**config.mk**
```make
export PLATFORM = sky130hd
export DESIGN_NAME = instr_fetch_prefetch
export DESIGN_NICKNAME = d
export VERILOG_FILES = /design/src/rtl/instr_fetch_prefetch.sv
export SDC_FILE = /design/constraint.sdc
export NUM_CORES = 1
export LEC_CHECK = 0
export ABC_AREA = 1
export CAP_MARGIN = 5
export CORE_AREA = 2 2 168 170
export CTS_CLUSTER_SIZE = 16
export DETAILED_ROUTE_END_ITERATION = 10
export DIE_AREA = 0 0 170 172
export GPL_TIMING_DRIVEN = 0
export HOLD_SLACK_MARGIN = 0.06
export PLACE_DENSITY = 0.87
export RECOVER_POWER = 100
export SYNTH_ARGS = -nofsm -noshare
export SYNTH_HDL_FRONTEND = slang
export SYNTH_SLANG_ARGS = --single-unit
export TNS_END_PERCENT = 50
```
**constraint.sdc**
```tcl
create_clock -name clk -period 4.35 [get_ports clk]
set_clock_uncertainty 0.15 [all_clocks]
set_input_delay 0.87 -clock clk [delete_from_list [all_inputs] [get_ports clk]]
set_output_delay 0.87 -clock clk [all_outputs]
set_load 0.1 [all_outputs]
```
**src/rtl/instr_fetch_prefetch.sv**
```systemverilog
// -----------------------------------------------------------------------------
// instr_fetch_prefetch
//
// Fetch stage between decode and the two-bank cascaded instruction SPRAM.
// It issues sequential word reads, absorbs the SPRAM's one-cycle read latency
// and buffers the returned words in a small FIFO that decode drains through a
// valid/ready handshake. A redirect flushes everything and restarts fetch at
// the new PC. After a long stretch without issuing a read, the SPRAM is put
// into standby.
//
// Handshake toward decode: inst_valid is asserted whenever the FIFO head holds
// an instruction (and no redirect is in progress). A transfer happens in every
// cycle where inst_valid and inst_ready are both high. While inst_ready is low
// the head (inst_valid, inst_data, inst_pc) stays stable.
//
// Ports
//   clk             in   1   clock, rising edge
//   rst_n           in   1   asynchronous active-low reset
//   redirect_valid  in   1   branch/jump taken this cycle
//   redirect_pc     in   32  new byte PC (bits [1:0] ignored)
//   inst_ready      in   1   decode accepts the head instruction
//   inst_valid      out  1   head instruction valid
//   inst_data       out  32  head instruction word
//   inst_pc         out  32  byte PC of the head instruction
//   mem_addr        out  16  SPRAM word address (fetch_pc[17:2])
//   mem_chip_sel    out  1   read request this cycle
//   mem_standby     out  1   SPRAM standby request
//   mem_rdata       in   32  SPRAM read data, valid the cycle after chip select
// -----------------------------------------------------------------------------
module instr_fetch_prefetch #(
  parameter int          DEPTH      = 4,
  parameter logic [31:0] RESET_PC   = 32'h0,
  parameter int          IDLE_LIMIT = 16
) (
  input  logic        clk,
  input  logic        rst_n,
  input  logic        redirect_valid,
  input  logic [31:0] redirect_pc,
  input  logic        inst_ready,
  output logic        inst_valid,
  output logic [31:0] inst_data,
  output logic [31:0] inst_pc,
  output logic [15:0] mem_addr,
  output logic        mem_chip_sel,
  output logic        mem_standby,
  input  logic [31:0] mem_rdata
);

  localparam int AW = (DEPTH > 1) ? $clog2(DEPTH) : 1;
  localparam int CW = AW + 1;
  localparam int IW = $clog2(IDLE_LIMIT + 1);

  typedef enum logic [1:0] {
    ST_RUN     = 2'd0,
    ST_STANDBY = 2'd1,
    ST_WAKE    = 2'd2
  } state_t;

  state_t          state, state_next;
  logic [IW-1:0]   idle_cnt, idle_next;

  logic [31:0]     fetch_pc;
  logic [31:0]     inflight_pc;
  logic            inflight;
  logic [15:0]     addr_q;

  logic [31:0]     fifo_data [DEPTH];
  logic [31:0]     fifo_pc   [DEPTH];
  logic [AW-1:0]   wr_ptr, rd_ptr;
  logic [CW-1:0]   count;

  logic            empty;
  logic            pop;
  logic            push;
  logic            credit_ok;
  logic            issue;

  // ---------------------------------------------------------------------------
  // Datapath control
  // ---------------------------------------------------------------------------
  always_comb begin
    empty      = (count == '0);
    inst_valid = !empty && !redirect_valid;
    pop        = inst_valid && inst_ready;
    // The word returning this cycle belongs to the old path when a redirect
    // is taken, so it is discarded together with the flushed FIFO contents.
    push       = inflight && !redirect_valid;
    // Credit counts the stored entries plus the read still in flight; a pop
    // this cycle is deliberately not credited, so a capture never finds the
    // FIFO full.
    credit_ok  = (count + CW'(inflight)) < CW'(DEPTH);
    // rst_n gating keeps the request low while reset is held.
    issue      = rst_n && (state == ST_RUN) && !redirect_valid && credit_ok;

    mem_chip_sel = issue;
    mem_addr     = issue ? fetch_pc[17:2] : addr_q;
    inst_data    = fifo_data[rd_ptr];
    inst_pc      = fifo_pc[rd_ptr];
  end

  // ---------------------------------------------------------------------------
  // Standby FSM: next state and idle counter
  // ---------------------------------------------------------------------------
  always_comb begin
    state_next  = state;
    idle_next   = idle_cnt;
    mem_standby = (state == ST_STANDBY);

    if (redirect_valid) begin
      state_next = ST_RUN;
      idle_next  = '0;
    end else begin
      unique case (state)
        ST_RUN: begin
          if (issue) begin
            idle_next = '0;
          end else begin
            if (idle_cnt != IW'(IDLE_LIMIT)) begin
              idle_next = idle_cnt + IW'(1);
            end
            // This non-issue cycle is the IDLE_LIMIT-th in a row.
            if (idle_cnt >= IW'(IDLE_LIMIT - 1)) begin
              state_next = ST_STANDBY;
            end
          end
        end
        ST_STANDBY: begin
          if (pop) begin
            state_next = ST_WAKE;
          end
        end
        ST_WAKE: begin
          state_next = ST_RUN;
          idle_next  = '0;
        end
        default: begin
          state_next = ST_RUN;
          idle_next  = '0;
        end
      endcase
    end
  end

  always_ff @(posedge clk or negedge rst_n) begin
    if (!rst_n) begin
      state    <= ST_RUN;
      idle_cnt <= '0;
    end else begin
      state    <= state_next;
      idle_cnt <= idle_next;
    end
  end

  // ---------------------------------------------------------------------------
  // Fetch PC, in-flight read tracking and held SPRAM address
  // ---------------------------------------------------------------------------
  always_ff @(posedge clk or negedge rst_n) begin
    if (!rst_n) begin
      fetch_pc    <= RESET_PC;
      inflight    <= 1'b0;
      inflight_pc <= '0;
      addr_q      <= '0;
    end else begin
      inflight <= issue;
      if (redirect_valid) begin
        fetch_pc <= redirect_pc & ~32'h3;
      end else if (issue) begin
        fetch_pc <= fetch_pc + 32'd4;
      end
      if (issue) begin
        inflight_pc <= fetch_pc;
        addr_q      <= fetch_pc[17:2];
      end
    end
  end

  // ---------------------------------------------------------------------------
  // Prefetch FIFO
  // ---------------------------------------------------------------------------
  always_ff @(posedge clk or negedge rst_n) begin
    if (!rst_n) begin
      wr_ptr <= '0;
      rd_ptr <= '0;
      count  <= '0;
      for (int i = 0; i < DEPTH; i++) begin
        fifo_data[i] <= '0;
        fifo_pc[i]   <= '0;
      end
    end else if (redirect_valid) begin
      wr_ptr <= '0;
      rd_ptr <= '0;
      count  <= '0;
    end else begin
      if (push) begin
        fifo_data[wr_ptr] <= mem_rdata;
        fifo_pc[wr_ptr]   <= inflight_pc;
        wr_ptr            <= wr_ptr + AW'(1);
      end
      if (pop) begin
        rd_ptr <= rd_ptr + AW'(1);
      end
      unique case ({push, pop})
        2'b10:   count <= count + CW'(1);
        2'b01:   count <= count - CW'(1);
        default: count <= count;
      endcase
    end
  end

endmodule

```
==> key figures <==
Run status
  – Status: complete, but fails checks
  – Failing checks: capacitance limit, slew limit

Clock tree
  – Postcts setup bufs: 0
  – Worst-path clk slew: 60 ps
  – TritonCTS clock tree: built
  – Root Buffer: clkbuf_16
  – CTS Buffer Depth: 3
  – # H-tree levels: 2
  – Clk Latency, worst-skew pair: 520 ps
  – Total clock sinks: 339
  – CTS hold repair buffers: 0
  – CTS buffer count: 36

Logic synthesis
  – Mapped Cells: 1830
  – Synth Register Bits: 339
  – Syn_area_per_cell: 8.30 um2
  – Post-synthesis sequential area ratio: 0.558
  – Synth top area share: 0.558
  – Warning count from the yosys run: 0
  – Yosys top cell by area: dfrtp_1
  – Distinct cells, synth: 33
  – Ranking of synthesized cells by area: dfrtp_1, nand2_1, o21ai_0
  – Synth Cell Area: 15200 um2

Timing
  – Period utilisation layout: 0.983
  – RSZ-0062 raised after global routing: no
  – Setup TNS: 0 ps
  – Worst Tran Pin Value: 2890 ps
  – Slew Viols, Final: 230
  – Final setup margin: 72.9 ps
  – Fmax: 234 MHz
  – Hold WS: 53.2 ps
  – Post-route minimum period: 4280 ps
  – Max-slew headroom: -0.926
  – Final setup viols: 0
  – Fin. Hold Viols: 0

Worst setup path
  – CP delay by family, top: buffers and inverters
  – Worst Path Max Fanout: 10
  – Worst path cell trace: buf_2, buf_2, clkbuf_1, nor2_1, o22ai_1, dlygate4sd2_1
  – Critical Path RT: 3330 ps
  – CP Class: reg -> out
  – Crit end category: output pin
  – Worst Path Arrival: 3260 ps
  – Buf+Inv Stages, Crit Path: 4
  – Worst-path cell with the longest stage delay: dlygate4sd2_1
  – Worst path most repeated cell: buf_2
  – Largest stage delay on the critical path: 910 ps
  – CP startpoint: rd_ptr[0]
  – Worst Setup Start Kind: flip-flop
  – FF-to-FF Start: inflight

Pwr
  – Switching Share: 0.461
  – Reg power frac: 0.349
  – Worst VDD drop: 0.478 mV
  – Clock power frac: 0.262
  – NetSw: 5.66 mW
  – P_leak: 8.54 nW
  – Comb pwr share: 0.389
  – Power per Cell Area: 683 nW/um2
  – Pint: 6.63 mW

Cells and area
  – Fillers: 2241
  – Final net count: 2096
  – Commonest non-fill, non-tap cell in the layout: nand2_1
  – Layout Cells excl Fill: 2393
  – ANT cells: 0
  – Share of cells above drive strength 1: 0.0518
  – Most frequent cells in the layout: nand2_1, o21ai_0, dfrtp_1
  – Core Util, Final: 0.654
  – Area Overhead vs Synth: 18.4%

Route
  – Final WL: 44900 um
  – Via Count: 14000
  – Vias per cell: 5.85
  – First drt pass iteration count: 8
  – Routed length per instance: 18.8 um
  – Initial DRC count: 1760
  – DRC errors left: 0
  – Final ANT Viol Nets: 0

Global route
  – Gr usage total: 0.308
  – Vias in the first global route: 13700
  – Initial antenna violation count: 0
  – Largest net degree at the start of global routing: 113
  – First-pass GRT wire length: 71100 um
  – Remaining global-route overflow: 0

Die
  – Row count: 61
  – Die H: 172 um
  – Die area: 29200 um2
  – Width of the die: 170 um
  – Io pins: 151
  – Initial core utilization: 0.553
  – Core Box Area: 27500 um2

Placed design
  – Post-place setup slack: -989 ps
  – Placer Congestion: 0.960
  – # placed instances: 2325
  – Hpwl dp: 29500 um
  – Port Buf Inserts: 146

Hold path
  – Hold Path Class: in -> async

Job
  – Max Cap Violations: 3
==> path summary, 6_finish.rpt <==
| kind | end | slack (ps) | cells after the start |
|---|---|---|---|
| worst min-delay path | fifo_data[19] | 50 | 1 |
| worst max register to register | fifo_pc[35] | 1670 | 7 |
| worst min register to register | addr_q[7] | 330 | 2 |
| max in group asynchronous | fifo_pc[67] | 730 | 2 |
| worst max-delay path | inst_pc[14] | 70 | 6 |
| min in group clk | addr_q[7] | 330 | 2 |
==> layout make-up <==
type                            count  area (um2)  share of cell area
Multi-Input combinational cell   1255        5700               0.317
Tap cell                          346         433              0.0241
Clock inverter                     18         208              0.0116
Buffer                            114         474              0.0264
Sequential cell                   339        8480               0.472
Inverter                          123         462              0.0257
Clock buffer                       48        1040              0.0577
Timing Repair Buffer              150        1180              0.0658
==> registers in the layout, indices dropped and copies added (netlist names) <==
| name | cells |
|---|---|
| addr_q | 16 |
| count | 3 |
| fetch_pc | 30 |
| fifo_data | 128 |
| fifo_pc | 120 |
| idle_cnt | 5 |
| inflight | 1 |
| inflight_pc | 30 |
| rd_ptr | 2 |
| state | 2 |
| wr_ptr | 2 |
==> stage by stage <==
stage	instance area, um2	total power, mW
after floorplan	15200	8.06
after global placement	17100	9.30
after detailed placement	17100	9.42
after CTS	18400	12.5
after global routing	18000	12.8
final	18000	12.3
==> power groups by stage <==
stage          Clock (mW)  Combinational [mW]  Sequential (mW)
2_1_floorplan           0                3.87             4.19
3_3_place_gp            0                5.02             4.27
3_5_place_dp            0                5.12             4.30
4_1_cts              3.23                4.98             4.26
5_1_grt              3.37                5.06             4.35
6_report             3.21                4.78             4.29
==> cell families (layout without fill, tap and decap cells) <==
kind of cell / Yosys count / in the layout / share of synthesized area
compound gates: 497 / 497 / 0.170
xor+xnor: 13 / 13 / 0.00750
fa+ha+maj: 9 / 9 / 0.00791
buf+inv: 237 / 453 / 0.0647
flops: 339 / 339 / 0.558
other cells: 1 / 2 / 0.000247
simple gates: 734 / 734 / 0.191
==> cell usage after synthesis, drive strengths merged <==
cell type    n
ha           8
nor3         3
a21oi        1
clkinv       1
xnor2        2
dfrtp      339
xor2        11
nand2      497
o211ai       6
o21ai      426
nand4        8
conb         1
clkbuf      64
nand3b       1
nor2       177
nand3       45
or2          3
buf         50
o22ai       62
o21a         1
inv        122
a31oi        1
fa           1
==> timing repair <==
item,in CTS,in global routing
endpoints found under the setup margin,65,34
resized for setup,101,19
gates cloned,1,1
pin swaps,0,0
==> routing by layer <==
metal,track usage,up-vias,share of wire
li1,-,6347,-
met1,0.412,6703,0.40
met2,0.506,814,0.47
met3,0.0556,137,0.099
met4,0.120,0,0.032
met5,0,-,0
No activity file was read; power rests on OpenSTA's default activity.
